--- config.mk ---
export PLATFORM = sky130hd
export DESIGN_NAME = core_l1i_cache
export DESIGN_NICKNAME = d
export VERILOG_FILES = /design/src/rtl/core_l1i_pkg.sv /design/src/rtl/core_l1i_fsm.sv /design/src/rtl/core_l1i_cache.sv
export SDC_FILE = /design/constraint.sdc
export NUM_CORES = 2
export LEC_CHECK = 0
export BUFFER_PORTS_ARGS = -buffer_cell sky130_fd_sc_hd__buf_2
export CORE_UTILIZATION = 25
export CTS_BUF_LIST = sky130_fd_sc_hd__clkbuf_4 sky130_fd_sc_hd__clkbuf_8
export CTS_CLUSTER_DIAMETER = 100
export DETAILED_ROUTE_END_ITERATION = 8
export PLACE_DENSITY = 0.45
export SLEW_MARGIN = 20
export SYNTH_ARGS = -nofsm -noshare
export SYNTH_HDL_FRONTEND = slang
export SYNTH_SLANG_ARGS = --single-unit
export TNS_END_PERCENT = 10
--- constraint.sdc ---
create_clock -name clk -period 7.9 [get_ports clk]
set_clock_uncertainty 0.2 [all_clocks]
set_input_delay 1.58 -clock clk [delete_from_list [all_inputs] [get_ports clk]]
set_output_delay 1.58 -clock clk [all_outputs]
set_load 0.02 [all_outputs]
--- src/rtl/core_l1i_pkg.sv ---
// core_l1i_pkg: shared state type, field widths and address helpers for the L1 instruction cache
package core_l1i_pkg;
  localparam int IDX_W = 4;
  localparam int LINES = 2 ** IDX_W;
  localparam int WORDS_PER_LINE = 4;
  localparam int TAG_W = 32 - IDX_W - 4;
  typedef enum logic [1:0] {IDLE, REQ, REFILL} state_t;
  typedef logic [TAG_W-1:0] tag_t;
  typedef logic [IDX_W-1:0] idx_t;
  function automatic tag_t tag_of(input logic [31:0] a);
    return a[31:IDX_W+4];
  endfunction
  function automatic idx_t idx_of(input logic [31:0] a);
    return a[IDX_W+3:4];
  endfunction
  function automatic logic [1:0] word_of(input logic [31:0] a);
    return a[3:2];
  endfunction
  function automatic logic [31:0] line_addr(input logic [31:0] a);
    return {a[31:4], 4'b0};
  endfunction
endpackage

--- src/rtl/core_l1i_fsm.sv ---
// core_l1i_fsm: miss FSM, refill beat counter, sticky flush flag and memory request registers
module core_l1i_fsm
  import core_l1i_pkg::*;
(
  input  logic        clk,
  input  logic        n_rst,
  input  logic [31:0] addr,
  input  logic        miss,
  input  logic        flush,
  input  logic        mem_req_ack,
  input  logic        mem_resp_val,
  output state_t      state,
  output logic [1:0]  cnt,
  output logic        beat_we,
  output logic        fill_done,
  output logic        fill_valid,
  output logic        mem_req_val,
  output logic [31:0] mem_req_addr
);
  state_t state_nx;
  logic   flushed;
  logic   start;
  always_comb begin
    start       = (state == IDLE) & miss & ~flush;
    beat_we     = (state == REFILL) & mem_resp_val;
    fill_done   = beat_we & (cnt == 2'd3);
    fill_valid  = fill_done & ~flushed & ~flush;
    mem_req_val = state == REQ;
    state_nx    = start ? REQ :
                  (state == REQ && mem_req_ack) ? REFILL :
                  fill_done ? IDLE : state;
  end
  // a flush seen anywhere in REQ/REFILL keeps the in-flight line from being validated
  always_ff @(posedge clk or negedge n_rst)
    if (!n_rst) begin
      state        <= IDLE;
      cnt          <= '0;
      flushed      <= 1'b0;
      mem_req_addr <= '0;
    end else begin
      state   <= state_nx;
      cnt     <= (state == REQ) ? 2'd0 : beat_we ? cnt + 2'd1 : cnt;
      flushed <= (state_nx != IDLE) & (flushed | flush);
      if (start) mem_req_addr <= line_addr(addr);
    end
endmodule

--- src/rtl/core_l1i_cache.sv ---
// core_l1i_cache: direct-mapped read-only L1 instruction cache with same-cycle hits and 4-beat refill
module core_l1i_cache
  import core_l1i_pkg::*;
(
  input  logic        clk,
  input  logic        n_rst,
  input  logic [31:0] l1i_addr_in,
  input  logic        l1i_val_in,
  input  logic        l1i_flush_in,
  output logic [31:0] l1i_data_out,
  output logic        l1i_ack_out,
  output logic        l1i_stall_out,
  output logic        mem_req_val_out,
  output logic [31:0] mem_req_addr_out,
  input  logic        mem_req_ack_in,
  input  logic        mem_resp_val_in,
  input  logic [31:0] mem_resp_data_in
);
  logic [LINES-1:0] valid_q;
  tag_t             tag_q [LINES];
  logic [31:0]      data_q [LINES][WORDS_PER_LINE];
  state_t           state;
  logic [1:0]       cnt;
  logic             beat_we;
  logic             fill_done;
  logic             fill_valid;
  logic             hit;
  idx_t             idx;
  idx_t             fill_idx;
  always_comb begin
    idx           = idx_of(l1i_addr_in);
    fill_idx      = idx_of(mem_req_addr_out);
    hit           = l1i_val_in & valid_q[idx] & (tag_q[idx] == tag_of(l1i_addr_in)) & (state == IDLE);
    l1i_ack_out   = hit;
    l1i_data_out  = hit ? data_q[idx][word_of(l1i_addr_in)] : '0;
    l1i_stall_out = (l1i_val_in & ~hit) | (state != IDLE);
  end
  core_l1i_fsm u_fsm (
    .clk          (clk),
    .n_rst        (n_rst),
    .addr         (l1i_addr_in),
    .miss         (l1i_val_in & ~hit),
    .flush        (l1i_flush_in),
    .mem_req_ack  (mem_req_ack_in),
    .mem_resp_val (mem_resp_val_in),
    .state        (state),
    .cnt          (cnt),
    .beat_we      (beat_we),
    .fill_done    (fill_done),
    .fill_valid   (fill_valid),
    .mem_req_val  (mem_req_val_out),
    .mem_req_addr (mem_req_addr_out)
  );
  always_ff @(posedge clk or negedge n_rst)
    if (!n_rst) valid_q <= '0;
    else if (l1i_flush_in) valid_q <= '0;
    else if (fill_valid) valid_q[fill_idx] <= 1'b1;
  // the latched request address names the line being filled, whatever fetch does meanwhile
  always_ff @(posedge clk) begin
    if (beat_we) data_q[fill_idx][cnt] <= mem_resp_data_in;
    if (fill_done) tag_q[fill_idx] <= tag_of(mem_req_addr_out);
  end
endmodule
==> flow_summary.json <==
{
  "status": "finished, final reports clean",
  "yosysWarnings": 0,
  "critPathKind": "input pin to primary output",
  "end_kind": "primary output",
  "globalplace.congestion": 0.716,
  "ys.flop_type": "edfxtp_1",
  "path_clk_slew_ns": 0.06,
  "drt_iter0_markers": 3626,
  "dieArea_um2": 385000,
  "switching_share_pct": 23.6,
  "power_frac_seq_pct": 53.6,
  "numCtsBuffers": 420,
  "antenna_found_initial": 35,
  "vias_per_cell": 4.54,
  "ys_async_sr_fraction_pct": 1.98,
  "clkLatencyLatePin_ns": 1.02,
  "grt_max_degree": 128,
  "htree_levels": 5,
  "synthMuxAreaShare_pct": 18.8,
  "final_common_cell": "edfxtp_1",
  "max_slew_margin_pct": 17.7,
  "ant_nets": 0,
  "io_pins": 137,
  "drt_first_pass_iters": 5,
  "cts_root_buf": "clkbuf_8",
  "hold_violations": 0,
  "synthAdderAreaFrac_pct": 0.0524,
  "ctsResizeCount": 0,
  "power.total_w": 0.0288,
  "rows": 226,
  "synth-seq-cells": 2481,
  "min_period_ns": 7.49,
  "via_count": 44400,
  "coreArea_um2": 380000,
  "required_ns": 6.12,
  "synth_xor_area_share_pct": 0.211,
  "fillers": 36700,
  "most-common-layout-cells": "edfxtp_1 (2,432), mux4_2 (737), clkbuf_8 (447)",
  "postCtsSetupBuffers": 0,
  "slew_viol_final": 0,
  "fin_setup_tns_ns": 0,
  "timing.rr.end": "u_fsm.mem_req_addr[25]",
  "power_frac_comb_pct": 7.3,
  "fmax_ghz": 0.133,
  "synth_compound_area_share_pct": 0.778,
  "cts_num_sinks": 2481,
  "die_w_um": 620,
  "cap_violations": 0,
  "switching_power_w": 0.00679,
  "port_buffers": 130,
  "synth-seq-area-share_pct": 77.7,
  "finalWirelength_um": 268000,
  "rr_startpoint": "u_fsm.state[0]",
  "hold_buffers": 0,
  "synth_top_family_by_area": "multiplexers",
  "leakage_nw": 34.6,
  "nets": 4515,
  "cts_tree": "done",
  "cp_max_fo": 40,
  "final_cells": 9774,
  "wire_per_inst_um": 27.4,
  "syn_area_per_cell_um2": 24.3,
  "grt_pass1_vias": 47500,
  "netlist_area_um2": 95600,
  "tightest_slew_ns": 1.23,
  "finalSetupViolCount": 0,
  "drc": 0,
  "r2r_cells": 10,
  "rrSetupSlack_ns": 3.72,
  "drive_gt1_share_pct": 38.1,
  "area_delta_synth_final_pct": 17.0,
  "cp-start-kind": "input pin",
  "cp.arrival_ns": 5.71,
  "start_util_pct": 25.2,
  "dp_cells": 9035,
  "hpwl_um": 139000,
  "yosysUniqueCellTypes": 59,
  "multi_input_area_um2": 20700,
  "grt-ovfl-total": 0,
  "die_h_um": 620,
  "grt_first_pass_wirelength_um": 373000,
  "clkPwrFrac_pct": 39.2,
  "vdd_drop_max_mv": 0.199,
  "synthCells": 3932,
  "synth-edff-count": 2432,
  "hp-class": "input pin to asynchronous set/reset pin",
  "post-route-period-util_pct": 94.9,
  "seq_area_um2": 74300,
  "rsz0062_at_grt": "no",
  "grt_usage_pct": 13.8,
  "power_density_nw_per_um2": 258,
  "synth-simple-area-share_pct": 1.24,
  "cts_buffer_depth": 4,
  "p_int_w": 0.0220
}
[worst max-delay path, cell delays in order]
cell,delay (ns)
buf_8,0.38
buf_4,0.41
mux4_2,0.55
mux2i_1,0.16
mux2i_1,0.16
xnor2_1,0.16
nand2_1,0.13
nor4_4,0.67
nand2_2,0.21
buf_4,0.19
buf_4,0.25
a211oi_1,0.42
buf_12,0.19
buf_2,0.16
[cells by family after synthesis]
kind of cell	count (synthesis)
flops	2481
mux	859
simple gates	237
buf+inv	226
compound gates	101
xor+xnor	23
fa+ha+maj	4
other cells	1
[synthesized netlist by cell type, types with 3 or more instances]
cell / number / area share [%]
a211oi_1: 41 / 0.32
a22o_1: 6 / 0.055
a2bb2oi_1: 3 / 0.028
a31oi_1: 12 / 0.079
and3_1: 13 / 0.085
buf_1: 28 / 0.11
buf_2: 104 / 0.54
buf_4: 21 / 0.16
buf_6: 11 / 0.13
clkbuf_1: 55 / 0.22
dfrtp_1: 49 / 1.3
edfxtp_1: 2432 / 76
ha_1: 4 / 0.052
inv_1: 7 / 0.028
mux2_2: 16 / 0.19
mux2_4: 28 / 0.44
mux2i_1: 78 / 0.82
mux4_2: 737 / 17
nand2_1: 28 / 0.11
nand2b_1: 8 / 0.052
nand3_1: 10 / 0.052
nand3b_1: 4 / 0.031
nand4_1: 9 / 0.059
nor2_1: 105 / 0.41
nor2b_1: 29 / 0.19
nor3_1: 11 / 0.058
nor4_1: 5 / 0.033
o21ai_0: 10 / 0.052
o22a_1: 3 / 0.028
o22ai_1: 5 / 0.033
o31ai_1: 3 / 0.024
xnor2_1: 18 / 0.16
xor2_1: 5 / 0.046
[stage by stage]
stage	util (%)	hold slack, ns	worst slack (ns)	area [um2]
3_5_place_dp	27.3	0.286	0.294	104000
6_report	29.4	0.257	0.406	112000
5_1_grt	29.4	0.205	0.204	112000
3_3_place_gp	27.3	0.276	0.0810	104000
2_1_floorplan	-	0.257	1.63	95600
4_1_cts	29.4	0.167	0.286	112000
[power by group through the flow]
stage	sequential (W)	combinational [W]	clock, W
floorplan	0.0156	0.00110	0
global placement	0.0157	0.00212	0
detailed placement	0.0157	0.00214	0
CTS	0.0155	0.00214	0.0116
global route	0.0155	0.00223	0.0121
finish	0.0154	0.00209	0.0113
[registers in the layout (all words and copies together) (netlist names)]
name and count:
tag_q 384, valid_q 16, u_fsm.state 2, data_q 2048, u_fsm.cnt 2, u_fsm.flushed 1, u_fsm.mem_req_addr 28
[layout make-up]
cell class	instances	share of cell area (%)
inverter	7	0.0235
clock inverter	118	0.670
timing repair buffer	303	2.17
multi-input combinational	1228	18.5
sequential	2481	66.4
clock buffer	610	6.60
antenna	11	0.0246
tap	5016	5.61
[how the worst max path moves through the flow]
stage,from,to,depth (start not counted)
2_1_floorplan,l1i_addr_in[4],l1i_data_out[10],9
3_3_place_gp,l1i_addr_in[4],l1i_data_out[30],12
3_5_place_dp,l1i_addr_in[4],l1i_data_out[21],14
4_1_cts,l1i_addr_in[4],l1i_data_out[21],14
5_1_grt,l1i_addr_in[4],l1i_data_out[21],14
6_report,l1i_addr_in[4],l1i_data_out[21],14
[layer usage]
layer  global-route usage [%]  vias up  part of all wire (%)  wire [um]
met3                     2.63      468                   5.2      13800
li1                         -    18100                     -          -
met5                        0        -                 0.050        135
met1                     18.2    24600                    43     115000
met2                     22.9     1236                    49     131000
met4                     4.52       22                   3.1       8430
Note: power is estimated with default switching activity, not from simulation.
